<file path="src/rtl/func_issuer.sv">
// func_issuer: instruction issuer for the processor's external instruction port.
//
// Host-side 25-bit instruction words are buffered in a circular FIFO. Each word is
// popped into the registered `func` output and announced with a one-cycle `new_func`
// strobe. The next word is issued only after the processor's `cur_state` has left
// IDLE_STATE and then come back to it.
//
// Ports:
//   clk, rst         single clock, synchronous active-high reset
//   push, push_func  enqueue request and instruction word
//   full, empty      FIFO status (derived from the registered occupancy)
//   count            FIFO occupancy, 0..DEPTH
//   overflow         sticky: a push was dropped because the FIFO was full
//   cur_state        processor control-unit state, same clock domain, no synchronizer
//   func, new_func   instruction presented to the processor, one-cycle issue strobe
//   busy             an instruction is in flight (FSM not in IDLE)
//   timeout_err      sticky watchdog flag
//
// Optional feature: define FUNC_ISSUER_TIMEOUT_EN to add a watchdog. It forces the FSM
// back to IDLE after TIMEOUT cycles in the wait states and sets timeout_err. Without
// the macro, the FSM waits indefinitely and timeout_err is tied to 0.

module func_issuer #(
  parameter int                 DEPTH      = 8,
  parameter int                 FUNC_W     = 25,
  parameter int                 STATE_W    = 5,
  parameter logic [STATE_W-1:0] IDLE_STATE = '0,
  parameter int                 TIMEOUT    = 64
) (
  input  logic                     clk,
  input  logic                     rst,
  input  logic                     push,
  input  logic [FUNC_W-1:0]        push_func,
  output logic                     full,
  output logic                     empty,
  output logic [$clog2(DEPTH):0]   count,
  output logic                     overflow,
  input  logic [STATE_W-1:0]       cur_state,
  output logic [FUNC_W-1:0]        func,
  output logic                     new_func,
  output logic                     busy,
  output logic                     timeout_err
);

  localparam int AW = $clog2(DEPTH);
  localparam int CW = AW + 1;

  // Elaboration-time parameter sanity checks.
  if (DEPTH < 2 || (DEPTH & (DEPTH - 1)) != 0) begin : g_bad_depth
    $error("func_issuer: DEPTH must be a power of two and at least 2");
  end
  if (TIMEOUT < 1) begin : g_bad_timeout
    $error("func_issuer: TIMEOUT must be at least 1");
  end

  typedef enum logic [1:0] {IDLE, ISSUE, WAIT_START, WAIT_DONE} state_t;

  state_t            state;
  state_t            next_state;
  logic [FUNC_W-1:0] mem [DEPTH];
  logic [AW-1:0]     wr_ptr;
  logic [AW-1:0]     rd_ptr;
  logic              pop;
  logic              push_ok;

  // A word leaves the FIFO only on the IDLE->ISSUE transition. A push into a full
  // FIFO is still accepted when that same cycle frees a slot.
  assign pop     = (state == IDLE) && !empty;
  assign push_ok = push && (!full || pop);

  // State register.
  always_ff @(posedge clk) begin
    if (rst) state <= IDLE;
    else     state <= next_state;
  end

`ifdef FUNC_ISSUER_TIMEOUT_EN
  localparam int CNT_W = $clog2(TIMEOUT + 1);

  logic [CNT_W-1:0] wd_cnt;
  logic             timeout_hit;

  // Watchdog counter. It is cleared while in ISSUE, so it holds 0 on entry to
  // WAIT_START. It then holds k-1 during the k-th wait cycle.
  always_ff @(posedge clk) begin
    if (rst) begin
      wd_cnt      <= '0;
      timeout_err <= 1'b0;
    end else begin
      if (state == ISSUE)
        wd_cnt <= '0;
      else if (state == WAIT_START || state == WAIT_DONE)
        wd_cnt <= wd_cnt + 1'b1;
      if (timeout_hit)
        timeout_err <= 1'b1;
    end
  end
`else
  assign timeout_err = 1'b0;
`endif

  // Next-state logic. WAIT_START keeps the cycles in which the processor still
  // reports idle right after the strobe from being taken as completion.
  always_comb begin
    next_state = state;
`ifdef FUNC_ISSUER_TIMEOUT_EN
    timeout_hit = 1'b0;
`endif
    unique case (state)
      IDLE:       if (!empty) next_state = ISSUE;
      ISSUE:      next_state = WAIT_START;
      WAIT_START: if (cur_state != IDLE_STATE) next_state = WAIT_DONE;
      WAIT_DONE:  if (cur_state == IDLE_STATE) next_state = IDLE;
      default:    next_state = IDLE;
    endcase
`ifdef FUNC_ISSUER_TIMEOUT_EN
    // On the TIMEOUT-th wait cycle, abandon the stuck instruction.
    if ((state == WAIT_START || state == WAIT_DONE) && wd_cnt == CNT_W'(TIMEOUT - 1)) begin
      next_state  = IDLE;
      timeout_hit = 1'b1;
    end
`endif
  end

  // Output logic.
  always_comb begin
    new_func = (state == ISSUE);
    busy     = (state != IDLE);
    full     = (count == CW'(DEPTH));
    empty    = (count == '0);
  end

  // FIFO storage. It has no reset: the contents are meaningless once the pointers
  // and count are cleared.
  always_ff @(posedge clk) begin
    if (!rst && push_ok)
      mem[wr_ptr] <= push_func;
  end

  // FIFO pointers, occupancy, sticky overflow, and the func register.
  // The pointers wrap naturally because DEPTH is a power of two.
  always_ff @(posedge clk) begin
    if (rst) begin
      wr_ptr   <= '0;
      rd_ptr   <= '0;
      count    <= '0;
      overflow <= 1'b0;
      func     <= '0;
    end else begin
      if (push_ok)
        wr_ptr <= wr_ptr + 1'b1;
      if (pop) begin
        func   <= mem[rd_ptr];
        rd_ptr <= rd_ptr + 1'b1;
      end
      if (push_ok && !pop)
        count <= count + 1'b1;
      else if (pop && !push_ok)
        count <= count - 1'b1;
      if (push && !push_ok)
        overflow <= 1'b1;
    end
  end

endmodule

</file>
<file path="config.mk">
export PLATFORM = sky130hd
export DESIGN_NAME = func_issuer
export DESIGN_NICKNAME = d
export VERILOG_FILES = /design/src/rtl/func_issuer.sv
export SDC_FILE = /design/constraint.sdc
export NUM_CORES = 1
export LEC_CHECK = 0
export ABC_CLOCK_PERIOD_IN_PS = 4100
export BUFFER_PORTS_ARGS = -buffer_cell sky130_fd_sc_hd__buf_2
export CORE_MARGIN = 5
export CORE_UTILIZATION = 56
export CTS_BUF_LIST = sky130_fd_sc_hd__clkbuf_8
export CTS_CLUSTER_SIZE = 24
export DETAILED_ROUTE_END_ITERATION = 8
export PLACE_DENSITY = 0.8
export SLEW_MARGIN = 20
export SYNTH_ARGS = -nofsm -noshare
export SYNTH_HDL_FRONTEND = slang
export SYNTH_SLANG_ARGS = --single-unit
</file>
<file path="constraint.sdc">
create_clock -name clk -period 4.1 [get_ports clk]
set_input_delay 0 -clock clk [delete_from_list [all_inputs] [get_ports clk]]
set_output_delay 0 -clock clk [all_outputs]
set_load 0.01 [all_outputs]
</file>
==> reports/results.ini <==
[routing]
routedWlPerCell_um = 20.8
drt-initial-drc-count = 362
ant_nets = 0
dr.pass1.iters = 4
via_per_inst = 5.65
routed_wl_um = 17400
vias = 4711
drc = 0

[place]
dp_hpwl_um = 9330
postPlaceCellArea_um2 = 9550
gp_congestion = 0.771
placedCellCount = 737
io_buffers = 66
pre_cts_slack_ps = 1210

[finish]
fin_nets = 634
drive_above_1_share_pct = 31.6
final_cell_count_no_fill = 834
utilization_pct = 67.0
syn_to_final_growth_pct = 17.9
design_area_um2 = 10600
n_fill_cell = 1054
diodes = 0

[critical_path]
path_max_fanout = 7
path_delay_family = compound AO/OA/AOI/OAI gates
critical_path.cell_chain = or4b_4 -> o21ai_4 -> inv_2 -> ha_1 -> inv_1 -> ha_1 -> a21oi_1 -> a211oi_1 -> a31oi_1 -> mux2_2
crit_buf_inv = 2
crit_slowest_cell = or4b_4
required_ps = 4500
cp-start-kind = flip-flop
slowest_delay_ps = 610
arrival_ps = 3370
crit_top_cell = ha_1
path_class = reg -> reg
end_kind = flip-flop

[die]
rows = 46
dieWidth_um = 137
fp.dieH_um = 137
core_area_um2 = 15800
io_pins = 68
die-area_um2 = 18600
start_util_pct = 56.9

[cts]
max-clock-path-buffers = 3
numCtsBuffers = 37
clkLatencyLatePin_ps = 510
tritoncts = built
postCtsSetupBuffers = 0
clkTransAtPathRegs_ps = 60
cts_max_level = 2
cts.sinks = 238
root_buffer = clkbuf_8

[timing]
worst_pin_slew_ps = 928
clock_skew_ps = 17.0
whs_ps = 31.4
fmax_mhz = 336
slew_viol_final = 0
rsz0062_at_grt = false
timing.final.crit_share_pct = 72.5
timing.slew.headroom_pct = 38.1
setup_tns_ps = 0
period_needed_ps = 2970
hold_violations = 0
setup_violations = 0
final.setup.worst_slack_ps = 1130

[power_and_ir_drop]
p_leak_nw = 3.68
finalPower_mw = 6.43
max-vdd-ir-drop_mv = 0.249
p_per_area_nw_per_um2 = 608

[grt]
antenna_found_initial = 0
grt_overflow = 0
grt_max_degree = 53
grt_usage_pct = 19.6
grt_pass1_wl_um = 27400
grt_pass1_vias = 5062

[yosys]
syn_nets = 513
synth_cell_types = 40
synthArstFlopShare_pct = 0
seq_area_frac_synth_pct = 75.5
synth_cells = 470
avgSynthCellArea_um2 = 19.1
yosys_warnings = 0
synthFlopType = edfxtp_1
ys_seq_elements = 238
synth_area_um2 = 8970
synth_edf_count = 200

[status]
status = complete, no violations

[worst_hold_path]
hp-class = in -> reg

[run]
drv_cap = 0

-- cell type report --
cell class,count,area (um2),area share [%]
Multi-Input combinational cell,198,2070,19.6
Tap cell,216,270,2.56
Clock inverter,23,95.1,0.900
Timing Repair Buffer,108,741,7.01
Inverter,8,30.0,0.284
Clock buffer,43,592,5.60
Sequential cell,238,6770,64.1
-- routing by layer --
layer	wire length (um)	part of all wire, %	global-route usage (%)
met1	6770	39	25.1
met4	266	1.5	6.66
met5	0	0	0
met3	1350	7.8	3.90
met2	8980	52	33.6
-- tightest hold or removal path, stage by stage --
cell	delay, ps
buf_2	70
or4_4	100
o21a_1	110
o31a_2	120
o21a_1	100
-- repair_timing --
action	CTS	global route
hold endpoints to repair	217	0
resized for setup	0	0
hold buffers	30	0
-- power by group --
group	total, mW	switching, mW	internal [mW]
clock network	1.79	0.841	0.953
registers	3.03	0.197	2.84
logic	1.60	0.852	0.749
-- kinds of logic (layout without fill, tap and decap cells) --
family / after synthesis / count (layout) / synth area share [%]
compound gates: 57 / 57 / 4.03
mux: 54 / 54 / 13.0
other cells: 1 / 1 / 0.0418
simple gates: 70 / 70 / 3.53
buf+inv: 34 / 182 / 1.84
flops: 238 / 238 / 75.5
fa+ha+maj: 10 / 10 / 1.48
xor+xnor: 6 / 6 / 0.586
-- state kept, by name (all words and copies together) (netlist names) --
| register | count |
|---|---|
| mem | 200 |
| count | 4 |
| wr_ptr | 3 |
| rd_ptr | 3 |
| overflow | 1 |
| func | 25 |
| state | 2 |
-- cell usage after synthesis (2+ instances only) --
library cell  instances  area share (%)
edfxtp_1            200              67
mux4_2               50              13
nor2_1               43             1.8
dfxtp_1              38             8.5
o22ai_1              25             1.7
o21ai_0              19             1.1
buf_2                 9            0.50
clkbuf_1              9            0.38
ha_1                  9             1.3
nand2_1               8            0.33
nor3_1                8            0.45
inv_1                 7            0.29
buf_4                 5            0.42
a21oi_1               3            0.17
mux2i_1               3            0.33
xnor2_1               3            0.29
xor2_1                3            0.29
a31oi_1               2            0.14
buf_1                 2           0.084
nand3_1               2            0.11
nor4_1                2            0.14
o21a_1                2            0.17
-- worst paths after layout --
check,from,end,depth (start not counted),slack [ps]
hold reg to reg,func[22],func[22],2,490
hold / removal,cur_state[4],state[0],5,30
setup / recovery,count[0],count[3],10,1130
setup reg to reg,count[0],count[3],10,1130
-- cell usage in the layout (no fill, tap or decap), types with 9 or more instances in the layout --
cell / count
buf_2: 66
buf_4: 11
clkbuf_8: 43
dfxtp_1: 36
dlygate4sd3_1: 30
edfxtp_1: 200
ha_1: 9
inv_1: 23
mux4_2: 50
nor2_1: 40
o21ai_0: 19
o22ai_1: 25
Note: power is estimated with default switching activity, not from simulation.
